### src/rtl/time_counter.sv
// Timekeeping core: BCD hours/minutes/seconds driven by a 1 Hz tick,
// with pause, validated direct load, per-field increment and rollover pulses.
module time_counter #(
  parameter int HOUR_MODE = 24
) (
  input  logic       clk,
  input  logic       rst,
  input  logic       sec_tick,
  input  logic       run_en,
  input  logic       inc_min,
  input  logic       inc_hour,
  input  logic       load_en,
  input  logic [7:0] load_hh,
  input  logic [7:0] load_mm,
  input  logic [7:0] load_ss,
  input  logic       load_pm,
  output logic [7:0] hh,
  output logic [7:0] mm,
  output logic [7:0] ss,
  output logic       pm,
  output logic       min_tick,
  output logic       hour_tick,
  output logic       day_tick,
  output logic       load_err
);

  localparam bit MODE12 = (HOUR_MODE == 12);

  if (HOUR_MODE != 12 && HOUR_MODE != 24) begin : g_bad_mode
    $error("time_counter: HOUR_MODE must be 12 or 24");
  end

  // Separate units/tens digit registers; the 8-bit ports are their concatenation.
  logic [3:0] hh_t, hh_u, mm_t, mm_u, ss_t, ss_u;
  logic       pm_r;

  logic [7:0] hh_n, mm_n, ss_n;
  logic       pm_n, min_n, hour_n, day_n, err_n;
  logic [9:0] hr_step;

  assign hh = {hh_t, hh_u};
  assign mm = {mm_t, mm_u};
  assign ss = {ss_t, ss_u};
  assign pm = pm_r;

  // Advance a BCD 00..59 field by one, wrapping 59 -> 00.
  function automatic logic [7:0] bcd60_inc(input logic [7:0] v);
    if (v == 8'h59)
      return 8'h00;
    if (v[3:0] == 4'd9)
      return {v[7:4] + 4'd1, 4'd0};
    return {v[7:4], v[3:0] + 4'd1};
  endfunction

  // Advance hours by one; returns {day_wrap, pm_next, hh_next}.
  // In 12 h mode 11 -> 12 toggles pm, and only the PM -> AM toggle is a new day.
  function automatic logic [9:0] hour_inc(input logic [7:0] h, input logic p);
    logic [7:0] hn;
    logic       pn;
    logic       d;
    hn = (h[3:0] == 4'd9) ? {h[7:4] + 4'd1, 4'd0} : {h[7:4], h[3:0] + 4'd1};
    pn = p;
    d  = 1'b0;
    if (MODE12) begin
      if (h == 8'h12) begin
        hn = 8'h01;
      end else if (h == 8'h11) begin
        pn = ~p;
        d  = p;
      end
    end else if (h == 8'h23) begin
      hn = 8'h00;
      d  = 1'b1;
    end
    return {d, pn, hn};
  endfunction

  // A load is accepted only if every digit is decimal and each field is in range,
  // which keeps every reachable state a legal time.
  function automatic logic load_ok(input logic [7:0] h, input logic [7:0] m,
                                   input logic [7:0] s);
    logic digits;
    logic hours;
    digits = (h[7:4] <= 4'd9) && (h[3:0] <= 4'd9) &&
             (m[7:4] <= 4'd5) && (m[3:0] <= 4'd9) &&
             (s[7:4] <= 4'd5) && (s[3:0] <= 4'd9);
    if (MODE12)
      hours = (h >= 8'h01) && (h <= 8'h12);
    else
      hours = (h <= 8'h23);
    return digits && hours;
  endfunction

  assign hr_step = hour_inc(hh, pm_r);

  // Select the single action for this cycle by priority and form the next state.
  always_comb begin
    hh_n   = hh;
    mm_n   = mm;
    ss_n   = ss;
    pm_n   = pm_r;
    min_n  = 1'b0;
    hour_n = 1'b0;
    day_n  = 1'b0;
    err_n  = 1'b0;
    if (load_en) begin
      if (load_ok(load_hh, load_mm, load_ss)) begin
        hh_n = load_hh;
        mm_n = load_mm;
        ss_n = load_ss;
        pm_n = MODE12 ? load_pm : 1'b0;
      end else begin
        err_n = 1'b1;
      end
    end else if (inc_hour) begin
      hh_n = hr_step[7:0];
      pm_n = hr_step[8];
    end else if (inc_min) begin
      mm_n = bcd60_inc(mm);
      ss_n = 8'h00;
    end else if (sec_tick && run_en) begin
      ss_n = bcd60_inc(ss);
      if (ss == 8'h59) begin
        min_n = 1'b1;
        mm_n  = bcd60_inc(mm);
        if (mm == 8'h59) begin
          hour_n = 1'b1;
          hh_n   = hr_step[7:0];
          pm_n   = hr_step[8];
          day_n  = hr_step[9];
        end
      end
    end
  end

  // State and pulse registers; reset forces midnight and clears all pulses.
  always_ff @(posedge clk) begin
    if (rst) begin
      {hh_t, hh_u} <= MODE12 ? 8'h12 : 8'h00;
      {mm_t, mm_u} <= 8'h00;
      {ss_t, ss_u} <= 8'h00;
      pm_r         <= 1'b0;
      min_tick     <= 1'b0;
      hour_tick    <= 1'b0;
      day_tick     <= 1'b0;
      load_err     <= 1'b0;
    end else begin
      {hh_t, hh_u} <= hh_n;
      {mm_t, mm_u} <= mm_n;
      {ss_t, ss_u} <= ss_n;
      pm_r         <= pm_n;
      min_tick     <= min_n;
      hour_tick    <= hour_n;
      day_tick     <= day_n;
      load_err     <= err_n;
    end
  end

endmodule
### config.mk
export PLATFORM = sky130hd
export DESIGN_NAME = time_counter
export DESIGN_NICKNAME = d
export VERILOG_FILES = /design/src/rtl/time_counter.sv
export SDC_FILE = /design/constraint.sdc
export NUM_CORES = 1
export LEC_CHECK = 0
export CAP_MARGIN = 0
export CORE_MARGIN = 2
export CORE_UTILIZATION = 45
export DETAILED_ROUTE_END_ITERATION = 7
export PLACE_DENSITY = 0.79
export REMOVE_ABC_BUFFERS = 1
export SYNTH_ARGS = -nofsm -noshare
export SYNTH_HDL_FRONTEND = slang
export SYNTH_SLANG_ARGS = --single-unit
### constraint.sdc
create_clock -name clk -period 5.5 [get_ports clk]
set_clock_uncertainty 0.1 [all_clocks]
set_input_delay 1.65 -clock clk [delete_from_list [all_inputs] [get_ports clk]]
set_output_delay 1.65 -clock clk [all_outputs]
set_load 0.01 [all_outputs]
**Word level (Yosys, flattened, before mapping)**

Cells that the tools add are included.

- Output and inout port bits: 29
- Flip-flop bits (word level): 28

- Magnitude comparators: 7
- Eq/ne operators: 10
- Bitwise logic cells: 4
- $add $sub $neg: 6
- Mux-type cells: 64
- Reductions and logical operators: 23

Operator list:

| kind | count |
|---|---|
| 8-bit 2-to-1 mux | 30 |
| 1-bit 2-to-1 mux | 34 |
| 4-bit by 1-bit adder with 4-bit output (second input constant) | 6 |
| 8-bit by 7-bit == test with 1-bit output (second input constant) | 2 |
| 4-bit <= comparator (second input constant) | 4 |
| 3-bit nonzero test | 5 |
| 4-bit == test (second input constant) | 3 |
| 8-bit by 6-bit == test with 1-bit output (second input constant) | 1 |
| 4-bit by 3-bit <= comparator with 1-bit output (second input constant) | 2 |
| 8-bit by 6-bit <= comparator with 1-bit output (second input constant) | 1 |
| 4-bit AND reduction | 2 |
| 4-bit nonzero test | 2 |
| 1-bit logical AND | 7 |
| 7-bit OR reduction | 1 |
| 6-bit AND reduction | 1 |
| 6-bit OR reduction | 1 |
| 5-bit AND reduction | 1 |
| 5-bit OR reduction | 1 |
| 2-bit by 1-bit inequality test with 1-bit output (second input constant) | 2 |
| 4-bit by 1-bit inequality test with 1-bit output (second input constant) | 1 |
| 1-bit NOT | 4 |
| 3-bit by 1-bit inequality test with 1-bit output (second input constant) | 1 |
| 3-bit AND reduction | 1 |
| 2-bit OR reduction | 1 |

**Longest topological paths before layout**

- Depth after elaboration: 20
- Mapped depth: 9
- Depth with buffers taken out: 8

**Worst setup path after synthesis**

OpenSTA, ideal clock, no wires.

- Path type: input to register
- Start point: input port load_hh[7]
- End point: register ss_u[2]
- Library setup time: 0.117 ns
- Arrival time: 2.849 ns
- Buffers on the path: 1
- Slack: 2.434 ns
- Stages on the path: 7
- Path through: nor4_2 > nand3_1 > o21ai_4 > o21a_1 > buf_4 > o21ai_1 > a32o_1

- Longest elaborated chain between the ends: 9

Ends and longest elaborated chain:

| item | RTL line | text |
|---|---|---|
| start: declaration | 13 | `input logic [7:0] load_hh,` |
| 4-bit <= comparator | 84 | `digits = (h[7:4] <= 4'd9) && (h[3:0] <= 4'd9) &&` |
| 1-bit logical AND (2 in series) | 84 |  |
| 1-bit logical AND (2 in series) | 85 | `(m[7:4] <= 4'd5) && (m[3:0] <= 4'd9) &&` |
| 1-bit logical AND | 86 | `(s[7:4] <= 4'd5) && (s[3:0] <= 4'd9);` |
| 1-bit logical AND (*) | 91 | `return digits && hours;` |
| 2-bit by 1-bit inequality test with 1-bit output (no line) (*) | - |  |
| 3-bit AND reduction (no line) (*) | - |  |
| end signal: assignment | 150 | `{ss_t, ss_u} <= ss_n;` |
| end: declaration | 34 | `logic [3:0] hh_t, hh_u, mm_t, mm_u, ss_t, ss_u;` |

Every way passes the cells marked *; elsewhere a longest branch is shown, timed or not. The select of a mux whose other input is x is not followed.
A chain may end at the register's enable or synchronous reset.

**Worst setup path in the final report**

- Start point: input port load_ss[2]
- End point: register ss_u[2]

- Longest elaborated chain between the ends: 5

Ends and longest elaborated chain:

| item | RTL line | text |
|---|---|---|
| start: declaration | 15 | `input logic [7:0] load_ss,` |
| 4-bit <= comparator | 86 |  |
| 1-bit logical AND | 86 |  |
| 1-bit logical AND | 91 |  |
| 2-bit by 1-bit inequality test with 1-bit output (no line) | - |  |
| 3-bit AND reduction (no line) | - |  |

Several ways; a longest one is shown, not always the timed one. The select of a mux whose other input is x is not followed.

==> impl_metrics.yaml <==
setup_path:
  crit_chain: "clkdlybuf4s50_1 -> o21ai_0 -> nand4_1 -> o21ai_4 -> o21a_1 -> o21ai_1 -> a32o_1"
  startpoint: "load_ss[2]"
  arrival_ps: 3790
  cp-start-kind: "input pin"
  slowest_stage: "clkdlybuf4s50_1"
  critPathMaxStageDelay_ps: 440
  cp_top_family: "compound AO/OA/AOI/OAI gates"
  reg2reg_depth: 7
  reg2reg_from: "ss_u[0]"
  critPathBufInv: 1
  end_kind: "flop"
  critPathKind: "in -> reg"
  path_max_fanout: 13
  rrSetupSlack_ps: 3320
  rr_endpoint: "hh_u[1]"
  required_ps: 5590
synthesis:
  synth_area_sq_um: 1860
  synth.avg_cell_area_sq_um: 8.10
  yosys.area.top_type: "dfxtp_1"
  post-synth-top-count-cell: "nor2_1"
  dominantRegCellSynth: "dfxtp_1"
  synth_seq_cells: 28
  yosysUniqueCellTypes: 52
  synth_top_area_share: 0.301
  yosysWarningCount: 0
  syn_inst: 230
  synth-edff-count: 0
  synthTopCellsByCount: "29 x nor2_1, 28 x dfxtp_1, 23 x a21oi_1"
  synthTopCellsByArea: "dfxtp_1 30%, a21oi_1 6.2%, nor2_1 5.8%"
  synthArstFlopShare: 0
  ys_seq_area_frac: 0.301
floorplan:
  start_util: 0.466
  die_h_um: 68.3
  rows: 23
  fp.dieW_um: 68.3
  core-area_sq_um: 4000
  die_area_sq_um: 4670
  pin_count: 61
cells_and_area:
  seq_area_sq_um: 561
  multi_input_area_sq_um: 1200
  antenna_cells: 0
  nFillCells: 360
  area_growth_pct: 35.4
  final_nets: 323
  layout-drive-gt1-share: 0.0745
worst_hold_path:
  min_to: "mm_t[3]"
  min_from: "mm_t[3]"
  holdPathStages: 2
  min_path_type: "reg -> reg"
drt:
  drc: 0
  ant_nets: 0
  firstDrtPassIters: 4
  viasPerCell: 5.57
  num_vias: 1849
  drt_iter0_markers: 73
  routedWlPerCell_um: 14.2
  drt-total-wl_mm: 4.71
place:
  gp_congestion: 0.791
  dp_hpwl_mm: 3.50
  pre_cts_ws_ps: 1500
  port_buffers: 58
clock_network:
  cts_resized: 0
  clock_latency_ps: 280
  clkTransAtPathRegs_ps: 100
  root_buffer: "clkbuf_8"
  cts_tree: "built"
  clockBufferDepth: 2
  ctsHtreeMaxLevel: 1
  cts-buffers-inserted: 3
  postCtsSetupRepairBufs: 0
  clock-sinks: 28
  cts_hold_buf: 0
power_and_ir_drop:
  clockPowerShare: 0.328
  combPwrFrac: 0.226
  switchingPower_uw: 139
  p_leak_nw: 0.919
  intPower_uw: 372
  powerDensity_nw_per_um2: 203
  switching_share: 0.272
  vdd_drop_max_v: 0.000102
  power_frac_seq: 0.447
timing:
  drv_slew: 0
  setup_viol: 0
  setup_tns_ps: 0
  post-route-period-util: 0.674
  period_minus_slack_ps: 3710
  setup_slack_ps: 1790
  fmax_mhz: 270
  hold_viol_final: 0
  rsz0062_at_grt: "false"
global_route:
  grt_remaining_overflow: 0
  antenna_found_initial: 0
  grtUsageTotal: 0.214
  grt_pass1_vias: 1711
  grt_max_degree: 27
  grt_pass1_wl_mm: 7.67
status:
  outcome: "finished clean"
run:
  drv_cap: 0
[cell usage in the layout, fill, tap and decap left out, drive strengths merged, types with 2 or more instances in the layout]
cell,count
nand2b,4
ha,8
nand2,16
o21a,2
nand4,2
a31oi,2
a211oi,14
a21oi,23
buf,3
nor2b,2
inv,7
xor2,3
nor3b,2
o21ai,18
nor2,29
and3b,3
dfxtp,28
a32o,2
and3,2
nor3,3
mux2i,9
or2,4
o31ai,4
clkbuf,3
nor4,3
clkdlybuf4s50,58
nand3,12
[logic make-up after synthesis]
logic type / synth area share
AOI/OAI and AO/OA: 0.264
and+or+nand+nor: 0.255
xor gates and xnor gates: 0.0141
muxes: 0.0544
adders and majority gates: 0.0537
other: 0.00201
buffers and inverters: 0.0557
DFF: 0.301
[power by group through the flow]
stage	clock network, mW	logic [mW]	registers (mW)
floorplan	0	0.0467	0.235
global placement	0	0.114	0.233
detailed placement	0	0.115	0.233
CTS	0.169	0.116	0.228
global route	0.177	0.127	0.231
finish	0.168	0.115	0.228
[worst max-delay path by stage]
stage	endpoint	slack [ps]	cells after the start
6_report	ss_u[2]	1790	7
3_5_place_dp	ss_u[2]	1500	7
5_1_grt	ss_u[2]	1670	7
3_3_place_gp	ss_u[2]	1490	7
4_1_cts	ss_u[2]	1800	7
2_1_floorplan	ss_u[2]	2260	6
[sequential cells by signal, summed over array words and instances (netlist names)]
| name | flops |
|---|---|
| day_tick | 1 |
| hh_t | 4 |
| hh_u | 4 |
| hour_tick | 1 |
| load_err | 1 |
| min_tick | 1 |
| mm_t | 4 |
| mm_u | 4 |
| ss_t | 4 |
| ss_u | 4 |
[layout make-up]
| cell class | count | share of cell area |
|---|---|---|
| Multi-Input combinational cell | 182 | 0.475 |
| Timing Repair Buffer | 61 | 0.239 |
| Sequential cell | 28 | 0.222 |
| Tap cell | 50 | 0.0248 |
| Clock buffer | 3 | 0.0164 |
| Clock inverter | 1 | 0.0119 |
| Inverter | 7 | 0.0104 |
[layer usage]
layer	track usage	share of wire
met5	0	0
met1	0.285	0.46
met4	0.0625	0.0083
met2	0.357	0.48
met3	0.0296	0.055
[through the flow]
stage | instance area (sq um) | hold WS (ps) | std cells | utilization | power, mW
floorplan | 1790 | 413 | 217 | - | 0.281
global placement | 2450 | 396 | 328 | 0.613 | 0.347
detailed placement | 2450 | 407 | 328 | 0.613 | 0.348
CTS | 2520 | 425 | 332 | 0.631 | 0.513
global route | 2520 | 456 | 332 | 0.631 | 0.535
finish | 2520 | 418 | 332 | 0.631 | 0.511
[tightest hold or removal path: stages (launching register included)]
cell and delay, ps:
dfxtp_1 340, o21ai_0 80, a21oi_1 60
Note: power is estimated with default switching activity, not from simulation.
